--- config.mk ---
export PLATFORM = sky130hd
export DESIGN_NAME = blur_frame_ctrl_flat
export DESIGN_NICKNAME = d
export VERILOG_FILES = /design/src/rtl/blur_frame_ctrl_if.sv /design/src/rtl/blur_frame_ctrl.sv /design/src/flat_wrapper.sv
export SDC_FILE = /design/constraint.sdc
export NUM_CORES = 1
export LEC_CHECK = 0
export BUFFER_PORTS_ARGS = -buffer_cell sky130_fd_sc_hd__clkbuf_2
export CAP_MARGIN = 0
export CORE_UTILIZATION = 30
export CTS_BUF_LIST = sky130_fd_sc_hd__clkbuf_4 sky130_fd_sc_hd__clkbuf_8 sky130_fd_sc_hd__clkbuf_16
export CTS_CLUSTER_SIZE = 16
export DETAILED_ROUTE_END_ITERATION = 10
export GPL_TIMING_DRIVEN = 0
export MAX_ROUTING_LAYER = met4
export PLACE_DENSITY_LB_ADDON = 0.1
export SLEW_MARGIN = 20
export SYNTH_ARGS = -nofsm -noshare
export SYNTH_HDL_FRONTEND = slang
export SYNTH_SLANG_ARGS = --single-unit
export TNS_END_PERCENT = 50
--- constraint.sdc ---
create_clock -name clk -period 5.61 [get_ports clk]
set_clock_uncertainty 0.05 [all_clocks]
set_input_delay 1.122 -clock clk [delete_from_list [all_inputs] [get_ports clk]]
set_output_delay 1.122 -clock clk [all_outputs]
set_load 0.03 [all_outputs]
--- src/rtl/blur_frame_ctrl_if.sv ---
// Pixel handshake bundle between the blur frame controller and its
// upstream source / downstream sink.
//   px_in_valid   : upstream has a pixel available
//   px_in_ready   : controller takes a real pixel this cycle
//   px_out_ready  : downstream accepts the output pixel
//   px_out_valid  : output register holds a pixel
//   px_out_last_x : output pixel is in the last column
//   px_out_last_y : output pixel is in the last row
// master = environment side, slave = controller side.
interface blur_frame_ctrl_if;
  logic px_in_valid;
  logic px_in_ready;
  logic px_out_ready;
  logic px_out_valid;
  logic px_out_last_x;
  logic px_out_last_y;

  modport master (
    output px_in_valid, px_out_ready,
    input  px_in_ready, px_out_valid, px_out_last_x, px_out_last_y
  );

  modport slave (
    input  px_in_valid, px_out_ready,
    output px_in_ready, px_out_valid, px_out_last_x, px_out_last_y
  );
endinterface

--- src/rtl/blur_frame_ctrl.sv ---
// Raster sequencer for the 3x3 blur core. Walks an extended scan of
// (W+1)x(H+1) positions per frame, taking a real pixel or injecting a zero
// pad at each one, and tells the datapath when to shift, which line-buffer
// column to use and which window taps to mask. Owns the output handshake
// and the frame-done flag.
// Ports:
//   clk, rst          : clock, synchronous active-high reset
//   cfg_width/height  : image size minus 1, latched in the idle cycle
//   px (slave)        : input/output pixel handshake
//   step, step_pad    : datapath shift strobe, with zero-pad select
//   step_col          : scan column (line-buffer address)
//   load_out          : datapath loads its output register
//   mask_*            : border taps to zero for the centre being loaded
//   done              : every output of the frame has been accepted
module blur_frame_ctrl #(
  parameter int XB = 10,
  parameter int YB = 10
) (
  input  logic          clk,
  input  logic          rst,
  input  logic [XB-1:0] cfg_width,
  input  logic [YB-1:0] cfg_height,
  blur_frame_ctrl_if.slave px,
  output logic          step,
  output logic          step_pad,
  output logic [XB:0]   step_col,
  output logic          load_out,
  output logic          mask_top,
  output logic          mask_bottom,
  output logic          mask_left,
  output logic          mask_right,
  output logic          done
);

  localparam logic [1:0] S_IDLE  = 2'd0;
  localparam logic [1:0] S_RUN   = 2'd1;
  localparam logic [1:0] S_DRAIN = 2'd2;
  localparam logic [1:0] S_DONE  = 2'd3;

  localparam logic [XB:0] X_ONE = (XB+1)'(1);
  localparam logic [YB:0] Y_ONE = (YB+1)'(1);

  logic [1:0]    r_state;
  logic [XB-1:0] r_cw;
  logic [YB-1:0] r_ch;
  logic [XB:0]   r_sx;
  logic [YB:0]   r_sy;
  logic          r_out_valid;
  logic          r_last_x;
  logic          r_last_y;

  logic [XB:0] w_cw_ext;
  logic [YB:0] w_ch_ext;
  logic [XB:0] w_sx_max;
  logic [YB:0] w_sy_max;
  logic [XB:0] w_cx;
  logic [YB:0] w_cy;
  logic        w_run;
  logic        w_pad;
  logic        w_emit;
  logic        w_out_ok;
  logic        w_step;
  logic        w_load;
  logic        w_final_accept;

  // Counters are one bit wider than the config so the pad column/row
  // (cw+1, ch+1) is representable even for a full 2**XB / 2**YB frame.
  assign w_cw_ext = {1'b0, r_cw};
  assign w_ch_ext = {1'b0, r_ch};
  assign w_sx_max = w_cw_ext + X_ONE;
  assign w_sy_max = w_ch_ext + Y_ONE;
  assign w_cx     = r_sx - X_ONE;
  assign w_cy     = r_sy - Y_ONE;

  assign w_run    = (r_state == S_RUN);
  assign w_pad    = (r_sx > w_cw_ext) | (r_sy > w_ch_ext);
  assign w_emit   = (r_sx != '0) & (r_sy != '0);
  assign w_out_ok = ~r_out_valid | px.px_out_ready;

  // A step that emits must not overwrite an output that is still held;
  // non-emitting steps proceed regardless of the output side.
  assign w_step = w_run & (~w_emit | w_out_ok) & (w_pad | px.px_in_valid);
  assign w_load = w_step & w_emit;

  assign w_final_accept = r_out_valid & px.px_out_ready & r_last_x & r_last_y;

  assign px.px_in_ready   = w_run & ~w_pad & (~w_emit | w_out_ok);
  assign px.px_out_valid  = r_out_valid;
  assign px.px_out_last_x = r_last_x;
  assign px.px_out_last_y = r_last_y;

  assign step        = w_step;
  assign step_pad    = w_step & w_pad;
  assign step_col    = r_sx;
  assign load_out    = w_load;
  assign mask_top    = w_load & (w_cy == '0);
  assign mask_bottom = w_load & (w_cy == w_ch_ext);
  assign mask_left   = w_load & (w_cx == '0);
  assign mask_right  = w_load & (w_cx == w_cw_ext);
  assign done        = (r_state == S_DONE);

  // Frame state and scan position. The scan ends on the step that consumes
  // the bottom-right pad corner; the final output is then drained.
  always_ff @(posedge clk) begin
    if (rst) begin
      r_state <= S_IDLE;
      r_cw    <= '0;
      r_ch    <= '0;
      r_sx    <= '0;
      r_sy    <= '0;
    end else begin
      case (r_state)
        S_IDLE: begin
          r_cw    <= cfg_width;
          r_ch    <= cfg_height;
          r_sx    <= '0;
          r_sy    <= '0;
          r_state <= S_RUN;
        end
        S_RUN: begin
          if (w_step) begin
            if (r_sx == w_sx_max) begin
              r_sx <= '0;
              if (r_sy == w_sy_max) begin
                r_sy    <= '0;
                r_state <= S_DRAIN;
              end else begin
                r_sy <= r_sy + Y_ONE;
              end
            end else begin
              r_sx <= r_sx + X_ONE;
            end
          end
        end
        S_DRAIN: begin
          if (w_final_accept) r_state <= S_DONE;
        end
        S_DONE:  r_state <= S_DONE;
        default: r_state <= S_IDLE;
      endcase
    end
  end

  // Output register: a new load replaces the held pixel even in the cycle
  // it is accepted, giving one pixel per clock under continuous traffic.
  always_ff @(posedge clk) begin
    if (rst) begin
      r_out_valid <= 1'b0;
      r_last_x    <= 1'b0;
      r_last_y    <= 1'b0;
    end else if (w_load) begin
      r_out_valid <= 1'b1;
      r_last_x    <= (w_cx == w_cw_ext);
      r_last_y    <= (w_cy == w_ch_ext);
    end else if (r_out_valid & px.px_out_ready) begin
      r_out_valid <= 1'b0;
      r_last_x    <= 1'b0;
      r_last_y    <= 1'b0;
    end
  end

endmodule

--- src/flat_wrapper.sv ---
// flat-port wrapper written by rule: the top's interface ports become plain ports
module blur_frame_ctrl_flat 
#(
  parameter int XB = 10,
  parameter int YB = 10
)
  (clk, rst, cfg_width, cfg_height, step, step_pad, step_col, load_out, mask_top, mask_bottom, mask_left, mask_right, done, px_px_in_valid, px_px_out_ready, px_px_in_ready, px_px_out_valid, px_px_out_last_x, px_px_out_last_y);
  blur_frame_ctrl_if px_i ();
  input  logic clk;
  input  logic rst;
  input  logic [XB-1:0] cfg_width;
  input  logic [YB-1:0] cfg_height;
  output logic step;
  output logic step_pad;
  output logic [XB:0] step_col;
  output logic load_out;
  output logic mask_top;
  output logic mask_bottom;
  output logic mask_left;
  output logic mask_right;
  output logic done;
  input wire logic [$bits(px_i.px_in_valid)-1:0] px_px_in_valid;
  input wire logic [$bits(px_i.px_out_ready)-1:0] px_px_out_ready;
  output wire logic [$bits(px_i.px_in_ready)-1:0] px_px_in_ready;
  output wire logic [$bits(px_i.px_out_valid)-1:0] px_px_out_valid;
  output wire logic [$bits(px_i.px_out_last_x)-1:0] px_px_out_last_x;
  output wire logic [$bits(px_i.px_out_last_y)-1:0] px_px_out_last_y;
  assign px_i.px_in_valid = px_px_in_valid;
  assign px_i.px_out_ready = px_px_out_ready;
  assign px_px_in_ready = px_i.px_in_ready;
  assign px_px_out_valid = px_i.px_out_valid;
  assign px_px_out_last_x = px_i.px_out_last_x;
  assign px_px_out_last_y = px_i.px_out_last_y;
  blur_frame_ctrl #(.XB(XB), .YB(YB)) u_core (.clk(clk), .rst(rst), .cfg_width(cfg_width), .cfg_height(cfg_height), .px(px_i), .step(step), .step_pad(step_pad), .step_col(step_col), .load_out(load_out), .mask_top(mask_top), .mask_bottom(mask_bottom), .mask_left(mask_left), .mask_right(mask_right), .done(done));
endmodule
## After elaboration in Yosys (flattened, before gate mapping)

Index checks and enable logic that the tools add are counted.

| operators by class | value |
|---|---|
| add/subtract/negate cells | 6 |
| order comparisons | 2 |
| equal/unequal tests | 11 |
| muxes and demuxes | 16 |
| bitwise operators | 21 |
| reduce and logical (&&, ||, !) cells | 10 |

Operators with widths:

| operator | number |
|---|---|
| 2-to-1 mux 11 bit | 5 |
| case mux 11 bit (2 select lines) | 2 |
| adder 10 x 1 -> 11 bit, second input constant | 2 |
| adder 11 x 1 -> 11 bit, second input constant | 2 |
| equality test 11 x 10 -> 1 bit | 2 |
| equality test 11 bit | 2 |
| greater-than comparator 11 x 10 -> 1 bit | 2 |
| logical NOT 11 bit | 2 |
| nonzero test 11 bit | 2 |
| subtractor 11 x 1 -> 11 bit, second input constant | 2 |
| AND 1 bit | 14 |
| 2-to-1 mux 2 bit | 4 |
| case mux 2 bit (4 select lines) | 1 |
| != test 2 bit, second input constant | 3 |
| equality test 2 bit, second input constant | 2 |
| 2-to-1 mux 1 bit | 4 |
| OR 1 bit | 4 |
| AND reduction 4 bit | 1 |
| nonzero test 2 bit | 2 |
| inverter 1 bit | 3 |
| AND reduction 3 bit | 1 |
| equality test 2 x 1 -> 1 bit, second input constant | 1 |
| logical NOT 2 bit | 1 |
| != test 2 x 1 -> 1 bit, second input constant | 1 |
| AND reduction 2 bit | 1 |

| storage, ports and cells | value |
|---|---|
| flip-flop bits (word level) | 47 |
| output and inout port bits | 23 |

## Logic depth before layout (Yosys ltp)

| depth | value |
|---|---|
| depth after elaboration | 8 |
| gate-level depth with buffers | 11 |

## Worst setup path before layout

No wires, ideal clock.

| timing path | value |
|---|---|
| path type | reg-to-output |
| from | register u_core.r_sx[3] (netlist: u_core.step_col[3]) |
| to | output port mask_right |
| arrival | 3.232 ns |
| data required time | 4.438 ns |
| slack | 1.206 ns |
| cell stages (with the launch flop) | 8 |
| cells stage by stage | dfxtp_1 buf_2 nor3_2 nand3_1 xor2_1 or4_1 or4b_1 nor4_1 |

| between the ends | value |
|---|---|
| longest elaborated chain between the ends | 8 |

RTL lines:

| what | line | source |
|---|---|---|
| start: declaration | blur_frame_ctrl.sv:46 | `logic [XB:0] r_sx;` |
| start signal: assignment | blur_frame_ctrl.sv:131 | `r_sx <= r_sx + X_ONE;` |
| branches (longest 7 deep; another with greater-than comparator 11 x 10 -> 1 bit) | -- |  |
| AND 1 bit * | blur_frame_ctrl.sv:99 | `assign mask_right = w_load & (w_cx == w_cw_ext);` |
| end: declaration | flat_wrapper.sv:20 | `output logic mask_right;` |

Every way passes the cells marked *.

## Worst setup path after layout

| timing path | value |
|---|---|
| from | register u_core.r_ch[8] |
| to | output port mask_right |

| between the ends | value |
|---|---|
| longest elaborated chain between the ends | 6 |

RTL lines:

| what | line | source |
|---|---|---|
| start: declaration | blur_frame_ctrl.sv:45 | `logic [YB-1:0] r_ch;` |
| start signal: assignment | blur_frame_ctrl.sv:115 | `r_ch <= cfg_height;` |
| greater-than comparator 11 x 10 -> 1 bit | blur_frame_ctrl.sv:76 | `assign w_pad = (r_sx > w_cw_ext) \| (r_sy > w_ch_ext);` |
| OR 1 bit | blur_frame_ctrl.sv:76 |  |
| OR 1 bit | blur_frame_ctrl.sv:82 | `assign w_step = w_run & (~w_emit \| w_out_ok) & (w_pad \| px.px_in_valid);` |
| AND 1 bit | blur_frame_ctrl.sv:82 |  |
| AND 1 bit | blur_frame_ctrl.sv:83 | `assign w_load = w_step & w_emit;` |
| AND 1 bit | blur_frame_ctrl.sv:99 |  |

Every way passes these cells.

==> results.md <==
- Chip width: 120 um
- Synthesized instance count: 560
- Routability cong.: 0.878
- Met3 Usage GRT: 3.37%
- Wire length per cell after detailed routing: 16.7 um
- Final Total Pwr: ~0.83 mW
- Number of clock buffers inserted by TritonCTS: 5
- Number of I/O pins: 47
- CP required: 4.44 ns
- Vertical die dimension: 120 um
- Dpl ws: between 1 and 1.5 ns
- Main flop type after synthesis: dfxtp_1
- Maximum capacitance violations: 0
- Number of levels in the clock H-tree: 2
- Via count of the first global-routing pass: a little under 4000
- Standard cell area after detailed placement: 0.00460 mm2
- Ordered list of cells on the worst path: clkbuf_1 -> inv_1 -> ha_1 -> a21o_1 -> a211oi_1 -> o2111ai_1 -> a221oi_1 -> or3_1 -> nor4_1 -> clkbuf_2
- Fin. Hold Viols: 0
- Detailed-route wire length: 13200 um
- Warnings from Yosys: 0
- Top achievable clock speed: around 200 MHz
- Most congested layer reported by global routing: met1
- Floorplan core area: 0.0133 mm2
- Post-CTS Hold Fix Bufs: 0
- Summed instance area of the synthesized netlist: 0.00415 mm2
- Total grt overflow: 0
- Dpl hpwl: roughly 10000 um
- Detailed-route vias per instance: approximately 5.3
- CTS max path bufs: 2
- CP startpoint kind: register
- Die area: about 0.014 mm2
- Final setup slack of the worst path: around 0.72 ns
- Bufs and invs on worst path: 3
- Slowest stage delay, CP: 0.89 ns
- Mean instance size in the synthesized netlist: between 7 and 8 um2
- GR Layer Usage met2: 28.0%
- RSZ-0062 raised after global routing: false
- Relative area change from synthesis to final layout: 14.2%
- Nets in the synthesized netlist: between 600 and 700
- Insertion delay to the later sink of the worst-skew pair: around 0.3 ns
- Synthesis-stage register bit count: 47
- Fraction of the cycle the final worst path needs: approximately 87%
- CP Data Arrival Time: 3.72 ns
- Number of iterations in the first detailed-routing pass: 4
- Starting Density: 31.1%
- Crit-path slowest cell: a221oi_1
- Number of DRC violations after detailed-routing iteration 0: 247
- Sink count of the clock tree: 47
- Wire length of the first global-routing pass: 21300 um
- Result of the run: finished clean
- Setup Buffers After CTS: 0
- Number of nets with antenna violations after routing: 0
- Commonest non-fill, non-tap cell in the layout: nand2_1
- Type of element capturing the critical path: primary output
- Type of the worst min-delay path: reg2reg
- Number of remaining DRC errors: 0
- Worst-case headroom to the max-slew limit: 36.1%
- Peak supply drop: 0.000102 V
- Fin area: 0.00474 mm2
- Row cnt: 42
- Fraction of final layout cells with drive strength greater than 1: 11.7%
- Total track usage: 19.8%
- Nets: 665
- Clock transition time at the flip-flop clock pins of the worst setup and hold paths: 0.07 ns
- Finish-stage setup viols: 0
- CTS tree: built
- Diode insertion count for antenna repair: 0
- Top fanout value on the critical path: 9
- Number of enable flip-flop cells after synthesis: 0
- Post_cts resized: 0
- Leakage Power: between 1.5 and 2 nW
- Cell type group with the largest total delay on the critical path: compound AO/OA/AOI/OAI gates
- Summed negative setup slack over all endpoints: 0 ns
- Grt met1 use: between 20 and 30%
- Power density of the placed cells: 176 mW/mm2
- Sequential cell area fraction in the yosys report: 22.7%
- Max Transition Viols Final: 0
- Number of port buffers: 45
- Final period demand of the worst path: ~4.9 ns
- Slew at the pin closest to its max-slew limit: 0.958 ns
- Category of the most critical setup path: reg2out
- Commonest non-fill, non-tap cells in the layout: 74 x nand2_1, 47 x dfxtp_1, 45 x clkbuf_2
- Largest net degree at the start of global routing: 14
- Antenna violations before repair: 0
- Clock root buffer: clkbuf_16
- Synth cell types: 65
- Via count: 4175
- Number of inserted filler cells in the final layout: 1500
- Post-synth ARST share: 0%
## synth_stat cells, drive strengths merged (3+ instances only)
library cell | number | area share, %
xnor2 | 27 | 5.7
nor3b | 6 | 1.4
and3 | 5 | 0.75
o21a | 3 | 0.54
nand2b | 4 | 0.60
buf | 8 | 0.96
nand2 | 74 | 6.7
inv | 33 | 3.0
or3 | 12 | 1.8
or2 | 4 | 0.60
a21oi | 37 | 4.5
o2111ai | 3 | 0.63
ha | 29 | 8.7
and2 | 3 | 0.45
nand4 | 11 | 1.7
nor4 | 5 | 0.75
a31o | 3 | 0.63
nand4b | 6 | 1.3
mux2i | 4 | 0.96
o21ai | 15 | 1.8
clkbuf | 33 | 3.0
a21o | 8 | 1.4
nor2 | 38 | 3.4
nand3b | 4 | 0.72
xor2 | 20 | 4.4
nor4b | 6 | 1.4
nor3 | 16 | 2.0
nand3 | 35 | 4.2
a21bo | 8 | 1.9
a211oi | 5 | 0.90
o31ai | 4 | 0.72
dfxtp | 47 | 23
o32a | 8 | 1.9
## cell type report
| type | instances | area, um2 | area share, % |
|---|---|---|---|
| multi-input cells | 439 | 2920 | 61.6 |
| flip-flops and latches | 47 | 941 | 19.8 |
| repair buffers | 45 | 225 | 4.75 |
| well taps | 176 | 220 | 4.64 |
| plain buffers | 41 | 164 | 3.46 |
| clock buffers | 7 | 140 | 2.95 |
| inverters | 33 | 124 | 2.61 |
| clock inverters | 1 | 5.00 | 0.106 |
## cell families after synthesis
kind of cell,Yosys count,share of synthesized area (%)
AND/OR/NAND/NOR,239,29.9
adder cells (fa/ha/maj),29,8.74
XOR/XNOR,47,10.1
multiplexers,4,0.964
flip-flops,47,22.7
AO/OA/AOI/OAI,120,20.8
buffers and inverters,74,6.93
## final timing paths
path / cells past startpoint / to / startpoint / slack (ns)
worst max-delay path: 10 / mask_right / u_core.r_ch[8] / 0.72
worst min-delay path: 2 / u_core.px.px_out_last_x / u_core.px.px_out_last_x / 0.47
worst max register to register: 11 / u_core.step_col[0] / u_core.r_ch[8] / 1.64
worst min register to register: 2 / u_core.px.px_out_last_x / u_core.px.px_out_last_x / 0.47
## power by group
group | switching [mW] | total [mW] | internal (mW) | leakage [nW]
Clock | 0.143 | 0.318 | 0.175 | 0.0747
Combinational | 0.100 | 0.161 | 0.0605 | 1.48
Sequential | 0.0114 | 0.354 | 0.343 | 0.383
## state kept, by name, indices dropped and copies added (netlist names)
register and count:
u_core.r_sy 11, u_core.step_col 11, u_core.r_ch 10, u_core.r_cw 10, u_core.r_state 2, u_core.px.px_out_last_x 1, u_core.px.px_out_last_y 1, u_core.px.px_out_valid 1
## metrics by stage
step                util (%)  std cells  hold slack [ns]
floorplan                  -        560            0.423
finish                  35.5        789            0.471
global placement        34.4        781            0.459
global route            35.5        789            0.502
detailed placement      34.4        781            0.460
CTS                     35.5        789            0.470
## per-layer routing
| metal | part of all wire [%] | up-vias | wire [um] |
|---|---|---|---|
| met3 | 3.7 | 12 | 493 |
| met1 | 53 | 1981 | 6930 |
| li1 | - | 2105 | - |
| met4 | 1.5 | 0 | 199 |
| met2 | 42 | 77 | 5570 |
| met5 | 0 | - | 0 |
## worst reg2reg max path, stage by stage (launching register included)
cell       delay (ns)
dfxtp_1          0.30
clkbuf_1         0.33
inv_1            0.15
ha_1             0.32
a21o_1           0.16
a211oi_1         0.43
o2111ai_1        0.28
a221oi_1         0.89
a2111oi_4        0.16
or3_1            0.41
buf_2            0.23
nor3_1           0.20
(Power assumes the default switching activity.)
